`config.mk`:
```
export PLATFORM = sky130hd
export DESIGN_NAME = spi_mem_master
export DESIGN_NICKNAME = d
export VERILOG_FILES = /design/src/rtl/spi_mem_master.sv
export SDC_FILE = /design/constraint.sdc
export NUM_CORES = 1
export LEC_CHECK = 0
export BUFFER_PORTS_ARGS = -buffer_cell sky130_fd_sc_hd__buf_2
export CORE_ASPECT_RATIO = 1.75
export CORE_MARGIN = 1
export CORE_UTILIZATION = 40
export DETAILED_ROUTE_END_ITERATION = 6
export PLACE_DENSITY = 0.7
export SLEW_MARGIN = 40
export SYNTH_ARGS = -nofsm -noshare
export SYNTH_HDL_FRONTEND = slang
export SYNTH_SLANG_ARGS = --single-unit
```
`constraint.sdc`:
```
create_clock -name clk -period 2 [get_ports clk]
set_input_delay 0.4 -clock clk [delete_from_list [all_inputs] [get_ports clk]]
set_output_delay 0.4 -clock clk [all_outputs]
set_load 0.05 [all_outputs]
```
`src/rtl/spi_mem_master.sv`:
```
// ============================================================================
// Module   : spi_mem_master
// Brief    : SPI mode-0 master that turns one-cycle read/write requests into
//            serial-SRAM frames {cmd, addr, [dummy], data}. Defining the macro
//            SPI_MEM_FAST_READ_EN switches reads to 0x0B plus 8 dummy bits.
// Revision : 1.0
// ============================================================================
`default_nettype none

module spi_mem_master #(
    parameter int ADDR_W  = 16,
    parameter int DATA_W  = 8,
    parameter int CLK_DIV = 2
) (
    input  logic              clk,
    input  logic              rst,
    input  logic              req_valid,
    output logic              req_ready,
    input  logic              req_we,
    input  logic [ADDR_W-1:0] req_addr,
    input  logic [DATA_W-1:0] req_wdata,
    output logic              rsp_valid,
    output logic [DATA_W-1:0] rsp_rdata,
    output logic              busy,
    output logic              spi_cs_n,
    output logic              spi_sck,
    output logic              spi_mosi,
    input  logic              spi_miso
);

`ifdef SPI_MEM_FAST_READ_EN
    localparam int       DUMMY_W = 8;
    localparam logic [7:0] CMD_RD = 8'h0B;
`else
    localparam int       DUMMY_W = 0;
    localparam logic [7:0] CMD_RD = 8'h03;
`endif
    localparam logic [7:0] CMD_WR = 8'h02;

    localparam int FRAME_W = 8 + ADDR_W + DUMMY_W + DATA_W;
    localparam int CNT_W   = $clog2(FRAME_W + 1);

    // Writes never carry the dummy byte, so they finish DUMMY_W bits earlier.
    localparam logic [CNT_W-1:0] LAST_WR    = CNT_W'(8 + ADDR_W + DATA_W - 1);
    localparam logic [CNT_W-1:0] LAST_RD    = CNT_W'(FRAME_W - 1);
    localparam logic [CNT_W-1:0] DATA_START = CNT_W'(8 + ADDR_W + DUMMY_W);
    localparam logic [7:0]       DIV_LAST   = 8'(CLK_DIV - 1);

    typedef enum logic [1:0] {
        IDLE   = 2'd0,
        SHIFT  = 2'd1,
        CSHIGH = 2'd2
    } state_t;

    state_t               state_q;
    logic [FRAME_W-1:0]   frame_d;
    logic [FRAME_W-1:0]   frame_q;
    logic [DATA_W-1:0]    rx_q;
    logic [DATA_W-1:0]    rdata_q;
    logic [CNT_W-1:0]     bit_q;
    logic [7:0]           div_q;
    logic                 we_q;
    logic                 ready_q;
    logic                 rsp_valid_q;
    logic                 cs_n_q;
    logic                 sck_q;
    logic                 mosi_q;
    logic [CNT_W-1:0]     last_bit;

    // Frame is left-aligned; read dummy/data slots are zero so MOSI idles low.
    always_comb begin
`ifdef SPI_MEM_FAST_READ_EN
        frame_d = req_we ? {CMD_WR, req_addr, req_wdata, 8'h00}
                         : {CMD_RD, req_addr, {(DUMMY_W + DATA_W){1'b0}}};
`else
        frame_d = req_we ? {CMD_WR, req_addr, req_wdata}
                         : {CMD_RD, req_addr, {DATA_W{1'b0}}};
`endif
    end

    assign last_bit = we_q ? LAST_WR : LAST_RD;

    always_ff @(posedge clk) begin
        if (rst) begin
            state_q     <= IDLE;
            frame_q     <= '0;
            rx_q        <= '0;
            rdata_q     <= '0;
            bit_q       <= '0;
            div_q       <= '0;
            we_q        <= 1'b0;
            ready_q     <= 1'b1;
            rsp_valid_q <= 1'b0;
            cs_n_q      <= 1'b1;
            sck_q       <= 1'b0;
            mosi_q      <= 1'b0;
        end else begin
            rsp_valid_q <= 1'b0;
            case (state_q)
                IDLE: begin
                    if (req_valid) begin
                        // MSB goes out immediately; the register holds the rest.
                        mosi_q  <= frame_d[FRAME_W-1];
                        frame_q <= {frame_d[FRAME_W-2:0], 1'b0};
                        we_q    <= req_we;
                        bit_q   <= '0;
                        div_q   <= '0;
                        cs_n_q  <= 1'b0;
                        ready_q <= 1'b0;
                        state_q <= SHIFT;
                    end
                end
                SHIFT: begin
                    if (div_q == DIV_LAST) begin
                        div_q <= '0;
                        sck_q <= ~sck_q;
                        if (!sck_q) begin
                            if (!we_q && (bit_q >= DATA_START))
                                rx_q <= {rx_q[DATA_W-2:0], spi_miso};
                        end else if (bit_q == last_bit) begin
                            cs_n_q      <= 1'b1;
                            mosi_q      <= 1'b0;
                            rsp_valid_q <= 1'b1;
                            if (!we_q)
                                rdata_q <= rx_q;
                            state_q <= CSHIGH;
                        end else begin
                            bit_q   <= bit_q + 1'b1;
                            mosi_q  <= frame_q[FRAME_W-1];
                            frame_q <= {frame_q[FRAME_W-2:0], 1'b0};
                        end
                    end else begin
                        div_q <= div_q + 8'd1;
                    end
                end
                CSHIGH: begin
                    // Hold CS high for CLK_DIV cycles before accepting again.
                    if (div_q == DIV_LAST) begin
                        div_q   <= '0;
                        ready_q <= 1'b1;
                        state_q <= IDLE;
                    end else begin
                        div_q <= div_q + 8'd1;
                    end
                end
                default: begin
                    state_q <= IDLE;
                    ready_q <= 1'b1;
                    cs_n_q  <= 1'b1;
                    sck_q   <= 1'b0;
                end
            endcase
        end
    end

    assign req_ready = ready_q;
    assign busy      = ~ready_q;
    assign rsp_valid = rsp_valid_q;
    assign rsp_rdata = rdata_q;
    assign spi_cs_n  = cs_n_q;
    assign spi_sck   = sck_q;
    assign spi_mosi  = mosi_q;

endmodule

`default_nettype wire
```
==> results of run 1 <==
critical path: stages, from the launching register on:
cell	delay [ps]
dfxtp_1	310
inv_1	60
ha_1	170
or4b_4	510
buf_6	160
nor4_4	240
buf_4	190
nand3_1	80
a21oi_1	140
flip-flops by register name, summed over array words and instances (netlist names), 2 cells and up:
signal     cells
frame_q       31
div_q          8
rx_q           8
rsp_rdata      8
state_q        2
bit_q          6
stage by stage:
stage,power (µW),setup WS [ps]
after floorplan,3118,11.59
after global placement,3679,23.24
after detailed placement,3718,-18.63
after CTS,5354,-6.942
after global routing,5766,-78.52
final,5469,70.34
power groups by stage:
stage	logic, µW	registers [µW]	clock network, µW
2_1_floorplan	1320	1800	0
3_3_place_gp	1910	1770	0
3_5_place_dp	1930	1780	0
4_1_cts	1980	1760	1620
5_1_grt	2300	1800	1670
6_report	2110	1760	1590
repair_timing:
action                                  in CTS  in global routing
endpoints found under the setup margin      10                 55
gates cloned                                 0                  0
resized for setup                            3                 17
setup buffers                                0                  6
hold buffers                                 0                  0
pin swaps                                    0                  5
how the worst max path moves through the flow:
stage,start,to,cells past startpoint,slack (ps)
after floorplan,state_q[1],rx_q[0],8,10
after global placement,bit_q[0],spi_cs_n,5,20
after detailed placement,state_q[1],rx_q[1],7,-20
after CTS,state_q[1],rx_q[1],7,-7
after global routing,div_q[1],spi_cs_n,7,-80
final,div_q[1],rsp_rdata[7],8,70
synthesized netlist by cell type (10+ instances only):
master    instances
mux2i_1          26
o21ai_0          22
nand3_1          19
nor2_1           23
inv_1            10
dfxtp_1          69
nand2_1          12
nand4_1          12
clkbuf_1         18
a211oi_1         25
a21oi_1          48
placed cells by master (no fill, tap or decap), types with 4 or more instances in the layout:
cell type,synthesis,routed
buf_4,2,29
a21oi_1,48,46
o21ai_0,22,21
dfxtp_1,69,66
nor2_1,23,23
a22oi_1,7,7
inv_1,10,9
buf_2,7,42
ha_1,7,5
nand3_1,19,19
a211oi_1,25,25
o311ai_0,4,4
mux2i_1,26,25
nand4_1,12,12
nand2_1,12,12
buf_12,0,4
clkbuf_16,0,9
nor3_1,4,4
cell families after synthesis:
logic type | Yosys count | synth area share (%)
fa+ha+maj | 7 | 2.639
buf+inv | 42 | 5.693
simple gates | 97 | 16.18
compound gates | 127 | 24.36
mux | 27 | 8.182
xor+xnor | 5 | 1.320
flops | 69 | 41.63
cell type report:
type	count	area [µm²]
Fill cell	758	3782
Multi-Input combinational cell	263	1824
Sequential cell	69	1385
Timing Repair Buffer	76	519.2
Clock buffer	12	256.5
Tap cell	90	112.6
Clock inverter	3	45.04
Inverter	10	37.54
metal layers:
metal  track usage (%)  part of all wire [%]  vias up
met5                 0                     0        -
met4             12.50                   3.7        0
met3             3.941                   2.9       22
met2             35.94                    53       63
met1             21.51                    40     1427
li1                  -                     -     1505
==> impl_metrics.env, run 1 <==
export IMPL_grt_first_pass_wirelength_mm=13.57
export IMPL_num_vias=3017
export IMPL_diodes=0
export IMPL_ys_ff_latch=69
export IMPL_max_cap_viol_count=0
export IMPL_rrSetupSlack_ps=70
export IMPL_drt_iter0_drc=139
export IMPL_dieWidth_um=70.85
export IMPL_max_freq_mhz=518.2
export IMPL_ys_warnings_count=0
export IMPL_rows=43
export IMPL_die_area_um2=8678
export IMPL_start_util_pct=41.67
export IMPL_finalMaxSlewViolations=0
export IMPL_fin_tns_setup_ps=0
export IMPL_outcome="finished, final reports clean"
export IMPL_synthTopCellsByArea="dfxtp_1, mux2i_1, a21oi_1"
export IMPL_grt_max_degree=37
export IMPL_pwr_share_seq_pct=32.2
export IMPL_firstDrtPassIters=6
export IMPL_drt_vias_per_instance=5.769
export IMPL_clkLatencyLatePin_ps=340
export IMPL_postPlaceCellArea_um2=3740
export IMPL_syn_num_nets=410
export IMPL_post_route_util_pct=52.50
export IMPL_power_density_nw_per_um2=1308
export IMPL_end_kind="flip-flop"
export IMPL_vdd_drop_max_mv=0.7649
export IMPL_routed_wl_mm=8.223
export IMPL_setup_viol=0
export IMPL_grt_antenna_before_repair=0
export IMPL_place_inst=502
export IMPL_drt_wirelength_per_cell_um=15.72
export IMPL_cts_tree="built"
export IMPL_yosys_area_top_type_share_pct=41.63
export IMPL_cts_buffers=9
export IMPL_r2r_start="div_q[1]"
export IMPL_crit_required_ps=2260
export IMPL_ios=43
export IMPL_synthesis_area_um2=3318
export IMPL_leakage_uw=0.001544
export IMPL_min_to="rx_q[0]"
export IMPL_crit_fanout=8
export IMPL_synth_edf_count=0
export IMPL_min_period_ps=1930
export IMPL_core_um2=7963
export IMPL_internal_power_uw=3574
export IMPL_fin_cells=523
export IMPL_cp_data_arrival_time_ps=2190
export IMPL_clockBufferDepth=2
export IMPL_async_flop_share_pct=0
export IMPL_critical_path_class="reg2reg"
export IMPL_comb_power_share_pct=38.6
export IMPL_final_area_um2=4180
export IMPL_grt_overflow=0
export IMPL_start_kind="flip-flop"
export IMPL_clock_sinks=69
export IMPL_grt_setup_unrepaired="true"
export IMPL_worst_r2r_endpoint="rsp_rdata[7]"
export IMPL_grt_pass1_vias=2874
export IMPL_gr_usage_all_layers_pct=20.11
export IMPL_layout_drive_gt1_share_pct=26.79
export IMPL_path_clk_slew_ps=50
export IMPL_gp_congestion=0.8390
export IMPL_hold_viol_final=0
export IMPL_htree_levels=3
export IMPL_port_buffer_count=42
export IMPL_min_from="spi_miso"
export IMPL_place_hpwl_mm=5.559
export IMPL_syn_avg_cell_area_um2=8.872
export IMPL_hold_path_class="in2reg"
export IMPL_ff2ff_path_depth=8
export IMPL_worst_pin_slew_ps=586.5
export IMPL_fin_skew_ps=5.670
export IMPL_p_clk_share_pct=29.2
export IMPL_power_switching_uw=1895
export IMPL_ant_nets=0
export IMPL_yosys_area_top_type="dfxtp_1"
export IMPL_ys_seq_area_share_pct=41.63
export IMPL_yosysUniqueCellTypes=54
export IMPL_synth_flop_cell="dfxtp_1"
export IMPL_switching_share_pct=34.65
export IMPL_die_y_um=122.5
export IMPL_slew_headroom_pct=60.49
export IMPL_clockRootBuffer="clkbuf_16"
export IMPL_whs_path_depth=3
export IMPL_fin_crit_sh_pct=96.48
export IMPL_syn_inst=374
export IMPL_area_growth_pct=25.98
export IMPL_holdWs_ps=326.2
export IMPL_nets=465
export IMPL_drc=0
(Power assumes the default switching activity.)
==> run 2, diff against run 1 <==
Settings changed: CORE_UTILIZATION 40 to 45, PLACE_DENSITY 0.7 to 0.76.
==> run 2 against run 1 <==
Clock-buffer cell count is the same. Critical endpoint is now frame_q[25]. Non-clock buffer count up 2. Power up 1.9%. Largest power group unchanged.
==> impl_metrics.env, run 2 (synthesized netlist as in run 1, its figures left out) <==
export IMPL_drt_wirelength_per_cell_um=15.95
export IMPL_ios=43
export IMPL_clockBufferDepth=2
export IMPL_fin_tns_setup_ps=0
export IMPL_crit_required_ps=2200
export IMPL_finalMaxSlewViolations=0
export IMPL_clockRootBuffer="clkbuf_16"
export IMPL_clkLatencyLatePin_ps=330
export IMPL_critical_path_class="reg2reg"
export IMPL_start_kind="flip-flop"
export IMPL_place_inst=498
export IMPL_grt_setup_unrepaired="true"
export IMPL_die_y_um=115.6
export IMPL_max_freq_mhz=510.4
export IMPL_layout_drive_gt1_share_pct=27.36
export IMPL_clock_sinks=69
export IMPL_vdd_drop_max_mv=1.016
export IMPL_grt_first_pass_wirelength_mm=12.97
export IMPL_area_growth_pct=27.11
export IMPL_top_register="frame_q"
export IMPL_cts_buffers=9
export IMPL_hold_path_class="in2reg"
export IMPL_max_cap_viol_count=0
export IMPL_htree_levels=3
export IMPL_final_common_cell="dfxtp_1"
export IMPL_grt_antenna_before_repair=0
export IMPL_p_total_uw=5575
export IMPL_seq_area_um2=1383
export IMPL_grt_max_degree=41
export IMPL_fin_crit_sh_pct=97.96
export IMPL_slew_headroom_pct=64.00
export IMPL_drt_vias_per_instance=5.823
export IMPL_rows=41
export IMPL_holdWs_ps=306.3
export IMPL_routed_wl_mm=8.309
export IMPL_largest_register_ffs=31
export IMPL_power_density_nw_per_um2=1322
export IMPL_path_clk_slew_ps=50
export IMPL_setup_viol=0
export IMPL_num_vias=3034
export IMPL_core_um2=7182
export IMPL_fin_cells=521
export IMPL_outcome="finished, final reports clean"
export IMPL_hold_viol_final=0
export IMPL_ant_nets=0
export IMPL_firstDrtPassIters=4
export IMPL_cp_data_arrival_time_ps=2160
export IMPL_dieWidth_um=66.91
export IMPL_port_buffer_count=42
export IMPL_gp_congestion=0.8473
export IMPL_cts_tree="built"
export IMPL_drc=0
export IMPL_worst_pin_slew_ps=526.4
export IMPL_die_area_um2=7734
export IMPL_grt_pass1_vias=2857
export IMPL_leakage_uw=0.001566
export IMPL_min_period_ps=1959
export IMPL_grt_overflow=0
export IMPL_mostFrequentLayoutCells="dfxtp_1, a21oi_1, buf_2, buf_4"
export IMPL_nets=467
export IMPL_gr_usage_all_layers_pct=22.08
export IMPL_place_hpwl_mm=5.503
export IMPL_multi_input_area_um2=1839
export IMPL_crit_fanout=25
export IMPL_fin_skew_ps=4.621
export IMPL_end_kind="flip-flop"
export IMPL_fillers=623
export IMPL_start_util_pct=46.20
export IMPL_diodes=0
export IMPL_drt_iter0_drc=162
run 2: worst max-delay path, cell delays in order (launching register included):
cell,delay [ps]
dfxtp_2,360
inv_1,80
ha_1,230
nor2b_2,210
buf_4,150
o311a_1,390
buf_12,180
a21oi_1,170
a211oi_1,70
run 2: layout make-up:
cell class,count,share of cell area (%)
Multi-Input combinational cell,263,43.61
Sequential cell,69,32.78
Timing Repair Buffer,78,12.46
Clock buffer,12,6.081
Tap cell,86,2.551
Clock inverter,3,1.632
Inverter,10,0.8899
run 2: path summary, 6_finish.rpt:
path,end,start,cells past startpoint,slack (ps)
setup / recovery,frame_q[25],state_q[0],8,40
hold / removal,rx_q[0],spi_miso,3,310
setup reg to reg,frame_q[25],state_q[0],8,40
hold reg to reg,spi_mosi,spi_mosi,2,470
run 2: through the flow:
step	area, µm²	setup slack [ps]	util (%)
5_1_grt	4218	-44.31	58.73
3_3_place_gp	3735	52.66	52.00
2_1_floorplan	3318	11.59	-
3_5_place_dp	3735	-17.79	52.00
4_1_cts	4073	-25.01	56.71
6_report	4218	40.89	58.73
run 2: what timing repair did:
item | in CTS | in global routing
hold buffers | 0 | 0
endpoints found under the setup margin | 21 | 51
resized for setup | 3 | 18
gates cloned | 0 | 1
setup buffers | 0 | 7
pin swaps | 0 | 3
run 2: where the power goes:
part / internal, µW / switching (µW)
combinational: 896 / 1200
clock: 1150 / 556
sequential: 1630 / 141
run 2: per-layer routing:
| metal | track usage, % | vias to the layer above | part of all wire (%) |
|---|---|---|---|
| li1 | - | 1508 | - |
| met1 | 23.65 | 1444 | 39 |
| met2 | 38.11 | 63 | 55 |
| met3 | 4.921 | 19 | 3.2 |
| met4 | 13.90 | 0 | 2.7 |
| met5 | 0 | - | 0 |
